$ cat src/rtl/memchr.sv
// Byte-search reader on the memory_controller bus: scans n bytes from m for
// the first byte equal to c[7:0], issuing one read per cycle.
module memchr #(
  parameter int ADDR_WIDTH = 32,
  parameter int DATA_WIDTH = 32
) (
  input  logic                  clk,
  input  logic                  reset,
  input  logic                  start,
  input  logic [ADDR_WIDTH-1:0] m,
  input  logic [31:0]           c,
  input  logic [31:0]           n,
  output logic                  finish,
  output logic [ADDR_WIDTH-1:0] return_val,
  output logic                  found,
  output logic [ADDR_WIDTH-1:0] memory_controller_address,
  output logic                  memory_controller_write_enable,
  output logic [DATA_WIDTH-1:0] memory_controller_in,
  input  logic [DATA_WIDTH-1:0] memory_controller_out,
  output logic [1:0]            state_dbg
);

  // Handshake: start is taken only while idle (m, c, n sampled with it);
  // finish pulses for one cycle, and found/return_val stay valid until the next start.
  typedef enum logic [1:0] {S_IDLE, S_ISSUE, S_STREAM, S_DONE} state_t;

  state_t                state, state_next;
  logic [ADDR_WIDTH-1:0] m_q;
  logic [7:0]            c_q;
  logic [31:0]           n_q;
  logic [31:0]           issued;
  logic [31:0]           compared;
  logic                  match;
  logic                  last;
  logic                  unused_bits;

  // Read data arriving now belongs to the address currently on the bus.
  assign match = (memory_controller_out[7:0] == c_q);
  assign last  = (compared == n_q - 32'd1);

  assign memory_controller_write_enable = 1'b0;
  assign memory_controller_in           = '0;
  assign state_dbg                      = state;
  assign unused_bits = ^{c[31:8], memory_controller_out[DATA_WIDTH-1:8]};

  always_ff @(posedge clk or negedge reset) begin
    if (!reset) state <= S_IDLE;
    else        state <= state_next;
  end

  always_comb begin
    state_next = state;
    case (state)
      S_IDLE:   if (start) state_next = (n == 32'd0) ? S_DONE : S_ISSUE;
      S_ISSUE:  state_next = S_STREAM;
      S_STREAM: if (match || last) state_next = S_DONE;
      S_DONE:   state_next = S_IDLE;
      default:  state_next = S_IDLE;
    endcase
  end

  always_ff @(posedge clk or negedge reset) begin
    if (!reset) begin
      finish                    <= 1'b0;
      return_val                <= '0;
      found                     <= 1'b0;
      memory_controller_address <= '0;
      m_q                       <= '0;
      c_q                       <= 8'd0;
      n_q                       <= 32'd0;
      issued                    <= 32'd0;
      compared                  <= 32'd0;
    end else begin
      finish <= (state == S_DONE);
      case (state)
        S_IDLE: begin
          if (start) begin
            m_q        <= m;
            c_q        <= c[7:0];
            n_q        <= n;
            issued     <= 32'd0;
            compared   <= 32'd0;
            found      <= 1'b0;
            return_val <= '0;
          end
        end
        S_ISSUE: begin
          memory_controller_address <= m_q;
          issued                    <= 32'd1;
        end
        S_STREAM: begin
          compared <= compared + 32'd1;
          // A read issued in the same cycle as a match is simply never compared.
          if (issued < n_q) begin
            memory_controller_address <= memory_controller_address + ADDR_WIDTH'(1);
            issued                    <= issued + 32'd1;
          end
          if (match) begin
            return_val <= memory_controller_address;
            found      <= 1'b1;
          end else if (last) begin
            return_val <= '0;
            found      <= 1'b0;
          end
        end
        default: ;
      endcase
    end
  end

endmodule

$ cat config.mk
export PLATFORM = sky130hd
export DESIGN_NAME = memchr
export DESIGN_NICKNAME = d
export VERILOG_FILES = /design/src/rtl/memchr.sv
export SDC_FILE = /design/constraint.sdc
export NUM_CORES = 1
export LEC_CHECK = 0
export CAP_MARGIN = 20
export CORE_MARGIN = 2
export CORE_UTILIZATION = 57
export CTS_CLUSTER_SIZE = 14
export DETAILED_ROUTE_END_ITERATION = 12
export PLACE_DENSITY_LB_ADDON = 0.12
export SKIP_LAST_GASP = 1
export SLEW_MARGIN = 20
export SYNTH_ARGS = -nofsm -noshare
export SYNTH_HDL_FRONTEND = slang
export SYNTH_SLANG_ARGS = --single-unit
$ cat constraint.sdc
create_clock -name clk -period 6.7 [get_ports clk]
set_input_delay 1.34 -clock clk [delete_from_list [all_inputs] [get_ports clk]]
set_output_delay 1.34 -clock clk [all_outputs]
set_load 0.03 [all_outputs]
==> flow_metrics.env <==
export IMPL_required_ns=7.13
export IMPL_ioPinCount=232
export IMPL_synth_seq_area_share_pct=41.4
export IMPL_cts_buffers=23
export IMPL_synth_xor_area_share_pct=5.82
export IMPL_drt_iter0_markers=626
export IMPL_antenna_found_initial=0
export IMPL_end_kind="flip-flop"
export IMPL_via_per_inst=6.01
export IMPL_syn_inst=1283
export IMPL_syn_area_per_cell_um2=9.62
export IMPL_cts_setup_buffers=0
export IMPL_die_h_um=151
export IMPL_worst_path_buf_inv=2
export IMPL_critPathMaxFanout=41
export IMPL_routedWlPerCell_um=18.8
export IMPL_synth_top_family_by_area="simple AND/OR/NAND/NOR gates"
export IMPL_vias=10200
export IMPL_setup_viol=0
export IMPL_outcome="finished clean"
export IMPL_cts_root_buf="clkbuf_16"
export IMPL_grt_start_max_net_pins=78
export IMPL_grt_pass1_vias=10100
export IMPL_path_clk_slew_ns=0.06
export IMPL_cap_violations=0
export IMPL_r2r_start="n_q[0]"
export IMPL_clockBufferDepth=3
export IMPL_fmax_mhz=252
export IMPL_path_delay_family="simple AND/OR/NAND/NOR gates"
export IMPL_grt_usage_pct=28.3
export IMPL_path_cells="clkdlybuf4s50_1, mux2i_4, buf_4, nor3_1, nand2_1, nor3_1, and3_1, nand4_1, or3_1, a21oi_1"
export IMPL_n_fill_cell=1712
export IMPL_vdd_drop_max_mv=0.307
export IMPL_p_clk_share_pct=21.1
export IMPL_synth_area_um2=12300
export IMPL_totalWireLength_mm=31.9
export IMPL_clock_latency_ns=0.52
export IMPL_rsz0062_at_grt="false"
export IMPL_io_buffers=150
export IMPL_layout_nets=1576
export IMPL_pwr_share_comb_pct=43.3
export IMPL_synthTopCellsByArea="dfrtp_1 41%, mux2_2 6.6%, ha_1 4.0%, nand2_1 3.5%, xnor2_1 3.1%"
export IMPL_crit_cells=10
export IMPL_setup_worst_path_class="in2reg"
export IMPL_r2r_end="found"
export IMPL_dp_final_hpwl_mm=22.1
export IMPL_synth_ff_type="dfrtp_1"
export IMPL_layout_worst_path_cycle_share_pct=59.3
export IMPL_async_flop_share_pct=100
export IMPL_worstSetupStartpointType="input pin"
export IMPL_cts_resized=0
export IMPL_yosysTopAreaCellShare_pct=41.4
export IMPL_synth_most_common_cell="dfrtp_1"
export IMPL_cts_tree="built"
export IMPL_coreArea_um2=21200
export IMPL_intPower_w=0.00349
export IMPL_initial_utilization_pct=58.3
export IMPL_cpMostUsedCell="nor3_1"
export IMPL_cts_sinks=204
export IMPL_ys_ff_latch=204
export IMPL_r2r_worst_path_cells=9
export IMPL_min_from="m_q[19]"
export IMPL_ant_nets=0
export IMPL_grt_overflow_total=0
export IMPL_first_pass_iters=5
export IMPL_worst_pin_slew_ns=1.02
export IMPL_synth_edf_count=0
export IMPL_hold_class="reg2reg"
export IMPL_layout_min_cycle_time_ns=3.97
export IMPL_placedCellCount=1656
export IMPL_tns_ns=0
export IMPL_p_sw_share_pct=41.8
export IMPL_skew_ns=0.0195
export IMPL_diodes=0
export IMPL_min_delay_worst_endpoint="m_q[19]"
export IMPL_p_sw_w=0.00250
export IMPL_min_path_cells=1
export IMPL_ctsHtreeMaxLevel=1
export IMPL_drive_gt1_share_pct=12.1
export IMPL_hold_buffers=0
export IMPL_cp_slowest_cell="clkdlybuf4s50_1"
export IMPL_r2r_slack_ns=2.85
export IMPL_regArea_um2=5100
export IMPL_synth_compound_area_share_pct=17.0
export IMPL_multi_input_area_um2=6580
export IMPL_die_w_um=151
export IMPL_syn_to_final_growth_pct=17.8
export IMPL_grt_first_pass_wirelength_mm=51.8
export IMPL_synth_warnings=0
export IMPL_crit_path_max_incr_delay_ns=0.62
export IMPL_synth_simple_area_share_pct=18.4
export IMPL_gp_congestion=0.951
export IMPL_die_area_um2=22800
export IMPL_synthAdderAreaFrac_pct=3.95
export IMPL_slew_headroom_pct=31.8
export IMPL_yosys_cell_types_count=77
export IMPL_cp_arrival_ns=4.41
export IMPL_rows=53
export IMPL_muxShareOfSynthArea_pct=6.81
export IMPL_p_seq_share_pct=35.6
export IMPL_p_leak_nw=6.13
export IMPL_slew_violations=0
export IMPL_power_density_nw_per_um2=412
export IMPL_synth_commonest_cells="204 x dfrtp_1, 115 x nand2_1, 72 x mux2_2, 62 x o21ai_0, 61 x nor2_1"
export IMPL_synth_largest_area_cell="dfrtp_1"
export IMPL_drc_errors=0
export IMPL_final_cells=1697
export IMPL_hold_viol=0
[layer usage]
layer,vias to the layer above,track usage (%),share of wire [%]
met3,46,6.36,7.4
met1,4991,37.7,42
li1,4859,-,-
met5,-,0,0
met2,303,47.3,48
met4,0,6.87,2.1
[power groups by stage]
stage | combinational (W) | clock, W | sequential, W
floorplan | 0.00168 | 0 | 0.00222
global placement | 0.00252 | 0 | 0.00213
detailed placement | 0.00257 | 0 | 0.00214
CTS | 0.00260 | 0.00129 | 0.00213
global route | 0.00283 | 0.00134 | 0.00219
finish | 0.00259 | 0.00126 | 0.00213
[worst max-delay path by stage]
| stage | start | to | slack [ns] |
|---|---|---|---|
| after floorplan | start | compared[31] | 3.53 |
| final | start | compared[31] | 2.73 |
| after global placement | start | compared[31] | 2.29 |
| after CTS | start | compared[31] | 2.75 |
| after detailed placement | start | compared[31] | 2.19 |
| after global routing | start | compared[31] | 2.38 |
[sequential cells by signal (all words and copies together) (netlist names), 2 cells and up]
signal and count:
m_q 32, issued 32, n_q 32, state_dbg 2, memory_controller_address 32, compared 32, c_q 8, return_val 32
[stage by stage]
step	instance area [um^2]	power (W)	hold WS (ns)	setup slack [ns]	utilization, %
6_report	14500	0.00599	0.505	2.73	68.7
5_1_grt	14500	0.00636	0.519	2.38	68.7
4_1_cts	14500	0.00601	0.507	2.75	68.7
3_5_place_dp	13800	0.00471	0.494	2.19	65.2
3_3_place_gp	13800	0.00464	0.488	2.29	65.2
2_1_floorplan	12500	0.00390	0.456	3.53	-
[cells by family after synthesis]
kind of cell / Yosys count
and+or+nand+nor: 427
AOI/OAI and AO/OA: 312
DFF: 204
buffers and inverters: 143
xor gates and xnor gates: 82
muxes: 75
adders and majority gates: 39
other: 1
[layout by cell type (no fill, tap or decap), drive strengths merged, types with 3 or more instances in the layout]
cell,n
xnor2,44
and3,15
o21a,6
a31oi,24
nand4,30
mux2i,3
nand3,39
and4,7
inv,48
or2,4
a211oi,30
a41oi,4
nor4b,4
a21oi,59
nand2,115
ha,39
conb,33
clkbuf,36
nor4,36
o22a,8
nor2b,30
nor3,27
or4,10
or3,29
o31ai,15
a22oi,34
clkdlybuf4s50,149
clkinv,4
o21ai,92
xor2,38
buf,11
a21o,15
dfrtp,204
mux2,72
and2,8
nor3b,4
nor2,62
o211a,3
nand2b,5
[layout make-up]
type	instances	area share [%]
multi-input cells	968	45.2
repair buffers	161	10.9
flip-flops and latches	204	35.1
clock inverters	6	0.602
clock buffers	35	4.54
well taps	275	2.37
inverters	48	1.24
(Power assumes the default switching activity.)
